### config.mk
export PLATFORM = sky130hd
export DESIGN_NAME = apb_master_bridge
export DESIGN_NICKNAME = d
export VERILOG_FILES = /design/src/rtl/apb_master_bridge.sv
export SDC_FILE = /design/constraint.sdc
export NUM_CORES = 1
export LEC_CHECK = 0
export BUFFER_PORTS_ARGS = -buffer_cell sky130_fd_sc_hd__buf_4
export CAP_MARGIN = 5
export CORE_ASPECT_RATIO = 1.2
export CORE_UTILIZATION = 36
export CTS_BUF_LIST = sky130_fd_sc_hd__clkbuf_8
export DETAILED_ROUTE_END_ITERATION = 8
export HOLD_SLACK_MARGIN = 0.1
export PLACE_DENSITY = 0.65
export REMOVE_ABC_BUFFERS = 1
export SLEW_MARGIN = 30
export SYNTH_ARGS = -nofsm -noshare
export SYNTH_HDL_FRONTEND = slang
export SYNTH_SLANG_ARGS = --single-unit
### constraint.sdc
create_clock -name HCLK -period 2.1 [get_ports HCLK]
set_clock_uncertainty 0.05 [all_clocks]
set_input_delay 0.42 -clock HCLK [delete_from_list [all_inputs] [get_ports HCLK]]
set_output_delay 0.42 -clock HCLK [all_outputs]
set_load 0.02 [all_outputs]
### src/rtl/apb_master_bridge.sv
`default_nettype none
// ============================================================================
// Module   : apb_master_bridge
// Purpose  : Single-outstanding APB3 initiator bridging a valid/ready request
//            channel to APB SETUP/ACCESS transfers and back to a response
//            channel. Optional ACCESS-phase timeout: APB_MASTER_TIMEOUT_EN.
// Revision : 1.0 - initial release
// ============================================================================
module apb_master_bridge #(
    parameter int APB_ADDR_WIDTH = 12,
    parameter int TIMEOUT_CYCLES = 256
) (
    input  logic                      HCLK,
    input  logic                      HRESET,
    input  logic                      req_valid,
    output logic                      req_ready,
    input  logic [APB_ADDR_WIDTH-1:0] req_addr,
    input  logic [31:0]               req_wdata,
    input  logic                      req_write,
    output logic                      rsp_valid,
    input  logic                      rsp_ready,
    output logic [31:0]               rsp_rdata,
    output logic                      rsp_err,
    output logic [APB_ADDR_WIDTH-1:0] PADDR,
    output logic [31:0]               PWDATA,
    output logic                      PWRITE,
    output logic                      PSEL,
    output logic                      PENABLE,
    input  logic [31:0]               PRDATA,
    input  logic                      PREADY,
    input  logic                      PSLVERR
);

    typedef enum logic [1:0] {
        ST_IDLE   = 2'd0,
        ST_SETUP  = 2'd1,
        ST_ACCESS = 2'd2,
        ST_RESP   = 2'd3
    } state_t;

    localparam logic [APB_ADDR_WIDTH-1:0] C_ADDR_MASK = ~APB_ADDR_WIDTH'(3);

    if (TIMEOUT_CYCLES < 1 || TIMEOUT_CYCLES > 65535) begin : g_bad_timeout
        $error("apb_master_bridge: TIMEOUT_CYCLES must be in 1..65535");
    end

    state_t                      state_q, state_d;
    logic [APB_ADDR_WIDTH-1:0]   paddr_q, paddr_d;
    logic [31:0]                 pwdata_q, pwdata_d;
    logic                        pwrite_q, pwrite_d;
    logic [31:0]                 rsp_rdata_q, rsp_rdata_d;
    logic                        rsp_err_q, rsp_err_d;

`ifdef APB_MASTER_TIMEOUT_EN
    localparam logic [15:0] C_TIMEOUT_LAST = 16'(TIMEOUT_CYCLES - 1);
    logic [15:0]                 cnt_q, cnt_d;
`endif

    always_comb begin
        state_d     = state_q;
        paddr_d     = paddr_q;
        pwdata_d    = pwdata_q;
        pwrite_d    = pwrite_q;
        rsp_rdata_d = rsp_rdata_q;
        rsp_err_d   = rsp_err_q;
`ifdef APB_MASTER_TIMEOUT_EN
        cnt_d       = cnt_q;
`endif
        case (state_q)
            ST_IDLE: begin
                if (req_valid) begin
                    paddr_d  = req_addr & C_ADDR_MASK;
                    pwdata_d = req_wdata;
                    pwrite_d = req_write;
                    state_d  = ST_SETUP;
`ifdef APB_MASTER_TIMEOUT_EN
                    cnt_d    = '0;
`endif
                end
            end
            ST_SETUP: begin
                state_d = ST_ACCESS;
            end
            ST_ACCESS: begin
                if (PREADY) begin
                    rsp_rdata_d = pwrite_q ? 32'h0 : PRDATA;
                    rsp_err_d   = PSLVERR;
                    state_d     = ST_RESP;
                end
`ifdef APB_MASTER_TIMEOUT_EN
                // The wait that would bring the count to TIMEOUT_CYCLES abandons the transfer
                else if (cnt_q == C_TIMEOUT_LAST) begin
                    rsp_rdata_d = 32'h0;
                    rsp_err_d   = 1'b1;
                    state_d     = ST_RESP;
                end else begin
                    cnt_d = cnt_q + 16'd1;
                end
`endif
            end
            ST_RESP: begin
                if (rsp_ready) begin
                    state_d = ST_IDLE;
                end
            end
            default: state_d = ST_IDLE;
        endcase
    end

    always_ff @(posedge HCLK) begin
        if (HRESET) begin
            state_q     <= ST_IDLE;
            paddr_q     <= '0;
            pwdata_q    <= '0;
            pwrite_q    <= 1'b0;
            rsp_rdata_q <= '0;
            rsp_err_q   <= 1'b0;
`ifdef APB_MASTER_TIMEOUT_EN
            cnt_q       <= '0;
`endif
        end else begin
            state_q     <= state_d;
            paddr_q     <= paddr_d;
            pwdata_q    <= pwdata_d;
            pwrite_q    <= pwrite_d;
            rsp_rdata_q <= rsp_rdata_d;
            rsp_err_q   <= rsp_err_d;
`ifdef APB_MASTER_TIMEOUT_EN
            cnt_q       <= cnt_d;
`endif
        end
    end

    // Handshake and phase strobes decode from the registered state only
    assign req_ready = (state_q == ST_IDLE);
    assign PSEL      = (state_q == ST_SETUP) || (state_q == ST_ACCESS);
    assign PENABLE   = (state_q == ST_ACCESS);
    assign rsp_valid = (state_q == ST_RESP);
    assign PADDR     = paddr_q;
    assign PWDATA    = pwdata_q;
    assign PWRITE    = pwrite_q;
    assign rsp_rdata = rsp_rdata_q;
    assign rsp_err   = rsp_err_q;

endmodule
`default_nettype wire
==> flow_metrics.tcl <==
set metrics [dict create \
    post_drt_wl_per_cell_microns 13.3 \
    die_y_microns 102 \
    place_congestion 0.749 \
    cts_max_path_buffers 2 \
    nets 590 \
    dp_hpwl_microns 5450 \
    setup_viol 0 \
    clk_pin_slew_worst_paths_ns 0.08 \
    htree_levels 3 \
    grt_pass1_vias 2697 \
    io_pins 165 \
    final_cells 604 \
    synthTopCellsByArea "dfxtp_1 (52%), nand2_1 (15%), a21oi_1 (13%)" \
    dr.first_iter.drc_count 90 \
    synth_top_area_share_pct 51.9 \
    ctsResizeCount 0 \
    drt-total-wl_microns 8050 \
    die_x_microns 85.5 \
    fp-row-count 36 \
    worstPathArrival_ns 1.46 \
    drt-vias-per-instance 4.89 \
    dieArea_sq_mm 0.00873 \
    postCtsHoldBufs 0 \
    max_freq_mhz 518 \
    first_pass_iters 4 \
    ant_nets 0 \
    crit_fanout 13 \
    start_util_pct 37.1 \
    synth_area_sq_mm 0.00301 \
    rsz0062_at_grt "false" \
    finalMaxSlewViolations 0 \
    yosysSeqAreaShare_pct 51.9 \
    worst_ep_required_time_ns 1.63 \
    worst_path_max_delay_cell "ha_1" \
    holdWs_ns 0.260 \
    grt_first_pass_wirelength_microns 12400 \
    synth_cell_types 20 \
    antenna_found_initial 0 \
    synthCells 358 \
    drv_cap 0 \
    vias 2953 \
    crit_chain "inv_1 -> ha_1 -> buf_4" \
    finalSetupTns_ns 0 \
    finalHoldViolCount 0 \
    cp-start-kind "flip-flop" \
    powerDensity_mw_per_mm2 985 \
    max_stage_delay_ns 0.48 \
    dp.cells 588 \
    fin_crit_ns 1.93 \
    drcViolationCount 0 \
    clkSinkCount 78 \
    syn_area_per_cell_sq_um 8.41 \
    diodes 0 \
    period_share_pct 91.9 \
    track_usage_pct 18.2 \
    final_util_pct 53.9 \
    endpoint_kind "output port" \
    yosysTopAreaCell "dfxtp_1" \
    vdd_drop_max_mv 0.473 \
    cts_tree "built" \
    core_sq_mm 0.00811 \
    hold_path.class "input port to flip-flop" \
    synth_seq_cells 78 \
    ys.warnings.count 0 \
    clk_latency_ns 0.35 \
    gr-total-overflow 0 \
    drive_above_1_share_pct 36.5 \
    postCtsSetupRepairBufs 0 \
    cts_buffers 9 \
    portBuffers 160 \
    root_buffer "clkbuf_8" \
    p_leak_nw 1.90 \
    status "completed" \
    area.growth.synth_to_final_pct 45.1 \
    grt_max_degree 56 \
    path_class "flip-flop to output port" \
]
## flip-flops by register name, indices dropped and copies added, names as in the netlist
name,cells
PWDATA,32
PWRITE,1
PADDR,10
rsp_err,1
rsp_rdata,32
state_q,2
## worst paths after layout
check | start | to | slack, ns | cells past startpoint
setup / recovery | state_q[0] | PENABLE | 0.17 | 3
hold reg to reg | rsp_rdata[25] | rsp_rdata[25] | 0.40 | 2
hold / removal | req_wdata[7] | PWDATA[7] | 0.26 | 3
setup reg to reg | state_q[0] | rsp_rdata[18] | 0.40 | 5
## stage by stage
step | total power, mW | cell area, sq um | setup slack (ns)
final | 4.30 | 4370 | 0.169
after global routing | 4.56 | 4370 | 0.0793
after CTS | 4.36 | 4370 | 0.170
after detailed placement | 3.39 | 4200 | 0.428
after global placement | 3.37 | 4200 | 0.460
after floorplan | 2.66 | 2810 | -0.0326
## per-layer routing
layer	vias up	routed length, microns	GRT usage [%]	part of all wire [%]
met4	0	103	8.46	1.3
met5	-	0	0	0
met2	136	3610	29.6	45
met3	9	882	8.00	11
li1	1485	-	-	-
met1	1323	3450	20.6	43
## power by group
part           internal [mW]  switching [mW]  total [mW]
Combinational          0.632           0.859        1.49
Clock                  0.420           0.540       0.960
Sequential              1.72           0.134        1.85
Total                   2.77            1.53        4.30
## Yosys cell counts
| cell type | number |
|---|---|
| o311a_1 | 1 |
| inv_1 | 3 |
| and2_1 | 1 |
| conb_1 | 1 |
| clkbuf_1 | 7 |
| buf_6 | 5 |
| a21oi_1 | 76 |
| dfxtp_1 | 78 |
| nor2b_1 | 2 |
| ha_1 | 3 |
| o31ai_1 | 1 |
| nand4b_1 | 32 |
| buf_4 | 4 |
| nand2_1 | 121 |
| nand2_2 | 1 |
| o311ai_1 | 1 |
| buf_2 | 18 |
| nor2b_4 | 1 |
| o41ai_1 | 1 |
| nand3_1 | 1 |
## cells by family after synthesis
logic type,share of synthesized area (%)
compound gates,13.8
flops,51.9
simple gates,25.9
buf+inv,7.11
fa+ha+maj,1.25
other cells,0.125
## worst max-delay path: cells and delay by family, from the launching register on
kind,cells,cell delay (ns)
buf+inv,2,0.33
fa+ha+maj,1,0.48
flops,1,0.32
## area by class of cell
cell class	instances	area, sq um
sequential	78	1560
multi-input combinational	244	1240
inverter	3	11.3
clock inverter	7	41.3
fill	792	3740
clock buffer	9	124
timing repair buffer	168	1270
tap	95	119
## cell usage in the layout (no fill, tap or decap), types with 2 or more instances in the layout
cell,synthesis,final
nor2b_1,2,2
clkbuf_8,0,9
clkinv_2,0,5
conb_1,1,2
nand2_1,121,121
nand4b_1,32,32
a21oi_1,76,76
dfxtp_1,78,78
buf_4,4,167
inv_1,3,3
ha_1,3,3
Power figures use the tool's default switching activity.
